**config.mk**
```make
export PLATFORM = sky130hd
export DESIGN_NAME = clk_div_ctrl
export DESIGN_NICKNAME = d
export VERILOG_FILES = /design/src/rtl/clk_div_ctrl.sv
export SDC_FILE = /design/constraint.sdc
export NUM_CORES = 1
export LEC_CHECK = 0
export ABC_AREA = 1
export CORE_AREA = 2 2 49 51
export DETAILED_ROUTE_END_ITERATION = 10
export DIE_AREA = 0 0 51 53
export PLACE_DENSITY = 0.73
export SYNTH_ARGS = -nofsm -noshare
export SYNTH_HDL_FRONTEND = slang
export SYNTH_SLANG_ARGS = --single-unit
```
**constraint.sdc**
```tcl
create_clock -name i_clk -period 2 [get_ports i_clk]
set_clock_uncertainty 0.05 [all_clocks]
set_input_delay 0.2 -clock i_clk [delete_from_list [all_inputs] [get_ports i_clk]]
set_output_delay 0.2 -clock i_clk [all_outputs]
set_load 0.1 [all_outputs]
```
**src/rtl/clk_div_ctrl.sv**
```systemverilog
// -----------------------------------------------------------------------------
// clk_div_ctrl
//
// Programmable front-end for the microcontroller clock divider. It sits
// directly upstream of the divider and drives its divide-ratio and enable
// inputs. A CPU write of a new divisor is applied with a safe-switch sequence:
// freeze the divider, wait long enough for any in-flight divided period to
// drain, load the new ratio, then resume. Illegal or colliding writes are
// rejected and reported through a sticky error flag.
//
// Ports:
//   i_clk      system clock
//   i_rst      synchronous reset, active-high
//   i_run      software run request for the divided clock
//   i_wr_en    one-cycle divisor write strobe
//   i_wr_div   divisor value written with i_wr_en
//   i_err_clr  clears the sticky error flag
//   o_div      divisor to the clock divider (never 0)
//   o_enable   enable to the clock divider
//   o_busy     switch sequence in progress
//   o_done     one-cycle pulse: write completed
//   o_err      sticky: illegal (zero) or dropped write
// -----------------------------------------------------------------------------
module clk_div_ctrl #(
  parameter int DIV_W         = 4,
  parameter int DEFAULT_DIV   = 1,
  parameter int SETTLE_CYCLES = 16,
  parameter int CNT_W         = 5
) (
  input  logic             i_clk,
  input  logic             i_rst,
  input  logic             i_run,
  input  logic             i_wr_en,
  input  logic [DIV_W-1:0] i_wr_div,
  input  logic             i_err_clr,
  output logic [DIV_W-1:0] o_div,
  output logic             o_enable,
  output logic             o_busy,
  output logic             o_done,
  output logic             o_err
);

  typedef enum logic [1:0] {
    IDLE   = 2'd0,
    DRAIN  = 2'd1,
    LOAD   = 2'd2,
    RESUME = 2'd3
  } state_t;

  localparam logic [DIV_W-1:0] DIV_RESET = DIV_W'(DEFAULT_DIV);
  localparam logic [CNT_W-1:0] CNT_LAST  = CNT_W'(SETTLE_CYCLES - 1);

  state_t           state_reg;
  logic [DIV_W-1:0] pending_reg;
  logic [CNT_W-1:0] cnt_reg;

  logic wr_zero;
  logic wr_legal_new;
  logic err_set;

  assign wr_zero      = i_wr_en && (i_wr_div == '0);
  assign wr_legal_new = i_wr_en && (i_wr_div != '0) && (i_wr_div != o_div);

  // Any write outside IDLE collides with a running switch and is dropped;
  // a zero divisor is never legal.
  assign err_set = (state_reg == IDLE) ? wr_zero : i_wr_en;

  always_ff @(posedge i_clk) begin
    if (i_rst) begin
      state_reg   <= IDLE;
      pending_reg <= DIV_RESET;
      cnt_reg     <= '0;
      o_div       <= DIV_RESET;
      o_enable    <= 1'b0;
      o_busy      <= 1'b0;
      o_done      <= 1'b0;
      o_err       <= 1'b0;
    end else begin
      // o_done is a pulse: only the completion paths below raise it.
      o_done <= 1'b0;

      // Setting wins over a simultaneous clear so no error is ever lost.
      if (err_set) begin
        o_err <= 1'b1;
      end else if (i_err_clr) begin
        o_err <= 1'b0;
      end

      case (state_reg)
        IDLE: begin
          o_enable <= i_run;
          o_busy   <= 1'b0;
          if (wr_legal_new) begin
            pending_reg <= i_wr_div;
            cnt_reg     <= '0;
            o_enable    <= 1'b0;
            o_busy      <= 1'b1;
            state_reg   <= DRAIN;
          end else if (i_wr_en && !wr_zero) begin
            // Rewriting the current ratio needs no switch; just acknowledge.
            o_done <= 1'b1;
          end
        end

        DRAIN: begin
          // Divider stays frozen for SETTLE_CYCLES cycles so the longest
          // divided period can complete before the ratio changes.
          o_enable <= 1'b0;
          cnt_reg  <= cnt_reg + 1'b1;
          if (cnt_reg == CNT_LAST) begin
            state_reg <= LOAD;
          end
        end

        LOAD: begin
          o_div     <= pending_reg;
          o_enable  <= 1'b0;
          state_reg <= RESUME;
        end

        RESUME: begin
          // i_run is only looked at again here, after the new ratio is in.
          o_busy    <= 1'b0;
          o_done    <= 1'b1;
          o_enable  <= i_run;
          state_reg <= IDLE;
        end

        default: begin
          state_reg <= IDLE;
        end
      endcase
    end
  end

endmodule

```
### Yosys cells after proc, flatten, opt, wreduce, memory -nomap -nowiden

Index checks and enable logic that the tools add are counted.

* reductions and logical operators: 15
* equal/unequal tests: 7
* add/subtract/negate cells: 1
* multiplexer cells: 15

Operator list (count)
* 5-bit case mux with 2 select lines: 1
* 2-bit case mux with 4 select lines: 1
* 1-bit 2-to-1 mux: 7
* 2-bit AND reduction: 3
* 2-bit nonzero test: 3
* 5-bit by 1-bit adder with 5-bit output, second input constant: 1
* 5-bit by 4-bit == test with 1-bit output, second input constant: 1
* 5-bit 2-to-1 mux: 1
* 2-bit == test, second input constant: 2
* 1-bit logical AND: 4
* 4-bit logical NOT: 1
* 2-bit 2-to-1 mux: 2
* 2-bit != test, second input constant: 2
* 4-bit != test: 1
* 1-bit case mux with 2 select lines: 2
* 4-bit nonzero test: 1
* 1-bit case mux with 3 select lines: 1
* 2-bit by 1-bit == test with 1-bit output, second input constant: 1
* 2-bit logical NOT: 1
* 2-bit OR reduction: 1
* 1-bit logical NOT: 1

* output and inout port bits: 8
* register bits after elaboration: 19
* logic and storage cells: 46

### Depth between registers and ports, before layout

* depth in word-level cells: 7
* gate-level depth with buffers: 10

### Worst setup path before layout

No wires, ideal clock.

* path kind: reg-to-reg
* start: register o_div[1]
* end: register cnt_reg[3]
* setup slack: 0.059 ns
* cell stages (with the launch flop): 10
* data arrival time: 1.777 ns
* clock period less this slack: 1.941 ns
* library setup time: 0.114 ns
* cells stage by stage: dfxtp_1 > inv_1 > nand2_1 > nand2_1 > nor2_2 > nand2_2 > nand3_4 > nand2_4 > nor2_1 > nor2_2

* cells in the longest elaborated chain, start to end: 4

Ends and longest elaborated chain
* start, declared: line 36 `output logic [DIV_W-1:0] o_div,`
* start signal, assigned: line 116 `o_div <= pending_reg;`
* 4-bit != test: line 62 `assign wr_legal_new = i_wr_en && (i_wr_div != '0) && (i_wr_div != o_div);`
* 1-bit logical AND: line 62
* 2-bit != test (no line)
* 2-bit AND reduction (no line)
* end signal, assigned: line 109 `cnt_reg <= cnt_reg + 1'b1;`
* end, declared: line 55 `logic [CNT_W-1:0] cnt_reg;`

Every way passes these cells.
A chain may end at the register's enable or synchronous reset.

### Final worst setup path

* start: register cnt_reg[0]
* end: register state_reg[0]

* cells in the longest elaborated chain, start to end: 3

Ends and longest elaborated chain
* 5-bit by 4-bit == test with 1-bit output: line 110 `if (cnt_reg == CNT_LAST) begin`
* 2-bit != test (no line)
* 2-bit AND reduction (no line)
* end signal, assigned: line 111 `state_reg <= LOAD;`
* end signal, assigned: line 118 `state_reg <= RESUME;`
* end signal, assigned: line 126 `state_reg <= IDLE;`
* end, declared: line 53 `state_t state_reg;`

Every way passes these cells.

==> impl_metrics.ini <==
[min_path]
hold-path-endpoint = o_enable
min_path_type = input pin to flip-flop
hp-start = i_run
hold_depth = 3

[layout]
drive_gt1_share_pct = 20.5
area_delta_synth_final_pct = 19.3
multi_input_area_um2 = 571
layout.nets = 178
n_antenna_cell = 0
regArea_um2 = 380
num-fill-cells = 204
largest_reg_flops = 5

[route]
drt-initial-drc-count = 24
drtPass1Iterations = 4
postRouteAntennaNets = 0
wl_um = 2040
avgRoutedWirePerCell_um = 10.8
vias_per_cell = 4.95
num_vias = 935
drc = 0

[yosys]
yosys.area_share.simple_pct = 31.5
synth_cells = 142
ys_ff_latch = 19
synth_mux_area_share_pct = 0
yosys.area_share.xor_xnor_pct = 0
yosysWarningCount = 0
synth.distinct_cells = 25
synth_fa_ha_area_share_pct = 8.40
avgSynthCellArea_um2 = 7.34
ys_seq_area_share_pct = 36.5
synth-compound-area-share_pct = 14.9
netlist_area_um2 = 1040
syn-num-nets = 158
synth_top_family_by_area = simple AND/OR/NAND/NOR gates

[worst_setup_path]
cp.required_ns = 2.15
reg2regPathDepth = 7
ff2ff_setup_slack_ns = 0.45
end_kind = flip-flop
timing.critical_path.fanout_max = 4
r2r_start = cnt_reg[0]
timing.rr.end = state_reg[0]
crit_arrival_ns = 1.70
start_kind = flip-flop
path_class = flip-flop to flip-flop

[timing]
timing.hold.ws_ns = 0.424
tightest_slew_ns = 0.329
layout_min_cycle_time_ns = 1.55
drv_slew = 0
slew_headroom_pct = 78.1
rsz0062_at_grt = false
fmax_mhz = 645
hold_viol = 0
fin_setup_tns_ns = 0
setup_viol = 0
fin_crit_sh_pct = 77.5

[clocking]
clock_latency_ns = 0.29
root_buffer = clkbuf_4
htreeDepth = 1
cts_hold_buf = 0
cts_tree = yes
clockBufferDepth = 2
cts_buffers = 3
ctsResizeCount = 0
clock_sinks = 19
clkTransAtPathRegs_ns = 0.11
post_cts_buffers = 0

[place]
dp_hpwl_um = 1570
numPortBuffers = 16
gp_congestion = 0.820

[floorplanning]
num_rows = 17
fp.dieH_um = 53
core_um2 = 2150
start_util_pct = 48.5
ios = 17
design.die.area_um2 = 2700
die_w_um = 51

[power]
leakage_nw = 0.560
ir_drop_mv = 0.658
power_density_nw_per_um2 = 1180

[grt]
antenna_found_initial = 0
grtUsageTotal_pct = 17.2
grt-ovfl-total = 0
grt_pass1_vias = 837
grt_max_degree = 11
grt_pass1_wl_um = 3430

[flow_run]
maxCapViolCount = 0

[outcome]
status = finished clean
-- cell usage in the layout (no fill, tap or decap), types with 2 or more instances in the layout --
master,instances
nor2_1,14
nor2_2,5
nand2_2,6
ha_1,7
a21oi_2,3
buf_4,9
inv_1,18
o21ai_0,2
nand2_1,30
a21oi_1,14
clkdlybuf4s50_1,8
nand3_1,9
dfxtp_1,19
clkbuf_4,3
-- metal layers --
layer / vias to the layer above / GRT usage (%) / wire, µm
met1: 427 / 20.9 / 983
li1: 487 / - / -
met2: 19 / 28.1 / 945
met4: 0 / 9.46 / 17
met3: 2 / 3.67 / 93
met5: - / 0 / 0
-- cells in the mapped netlist --
library cell,n,area share (%)
or2_2,1,0.60
nand2_4,1,1.1
clkinv_1,1,0.36
o21ai_2,1,0.84
a21oi_2,3,2.5
nor4_1,1,0.60
o211ai_1,1,0.72
nand2_1,30,11
o21ai_0,2,0.96
o2111ai_1,1,0.84
nand3_1,9,4.3
nand3_4,1,1.7
clkbuf_1,2,0.72
ha_1,7,8.4
nor2_2,5,3.0
inv_2,1,0.36
a21oi_1,14,6.7
nand2_2,6,3.6
nor2_1,14,5.0
nor3b_1,1,0.72
inv_1,18,6.5
clkinv_4,1,0.84
o21ai_1,1,0.48
dfxtp_1,19,36
a21boi_4,1,1.8
-- worst max-delay path: stages, from the launching register on --
cell and delay [ns]:
dfxtp_1 0.36, ha_1 0.22, nand2_1 0.09, nor2_1 0.05
ha_1 0.16, or2_2 0.33, a21oi_1 0.15, nor2_1 0.05
-- worst max path at each step --
stage | from | to | cells past startpoint
floorplan | o_div[1] | cnt_reg[3] | 9
global placement | i_wr_div[3] | cnt_reg[0] | 8
detailed placement | i_wr_div[1] | cnt_reg[3] | 10
CTS | cnt_reg[0] | state_reg[1] | 7
global route | cnt_reg[0] | state_reg[0] | 7
finish | cnt_reg[0] | state_reg[0] | 7
-- report_power, final --
part | internal [mW] | total [mW] | leakage [nW] | switching, mW
Clock | 0.0776 | 0.193 | 0.0150 | 0.115
Combinational | 0.215 | 0.764 | 0.390 | 0.550
Sequential | 0.459 | 0.515 | 0.155 | 0.0559
Total | 0.752 | 1.47 | 0.560 | 0.720
-- cell type report --
class	count	area share, %
clock buffer	4	2.11
inverter	21	6.74
multi-input combinational	100	45.9
sequential	19	30.6
tap	28	2.82
timing repair buffer	17	11.9
-- kinds of logic (layout without fill, tap and decap cells) --
kind of cell | after synthesis | after routing
compound gates | 24 | 24
fa+ha+maj | 7 | 7
buf+inv | 23 | 42
flops | 19 | 19
simple gates | 69 | 69
-- metrics by stage --
step | total power [mW] | std cells | area [µm²] | worst slack, ns | util [%]
4_1_cts | 1.49 | 189 | 1240 | 0.455 | 57.9
2_1_floorplan | 1.13 | 142 | 1040 | 0.0588 | -
3_5_place_dp | 1.29 | 185 | 1220 | 0.242 | 56.7
5_1_grt | 1.58 | 189 | 1240 | 0.335 | 57.9
3_3_place_gp | 1.28 | 185 | 1220 | 0.290 | 56.7
6_report | 1.47 | 189 | 1240 | 0.450 | 57.9
No activity file was read; power rests on OpenSTA's default activity.
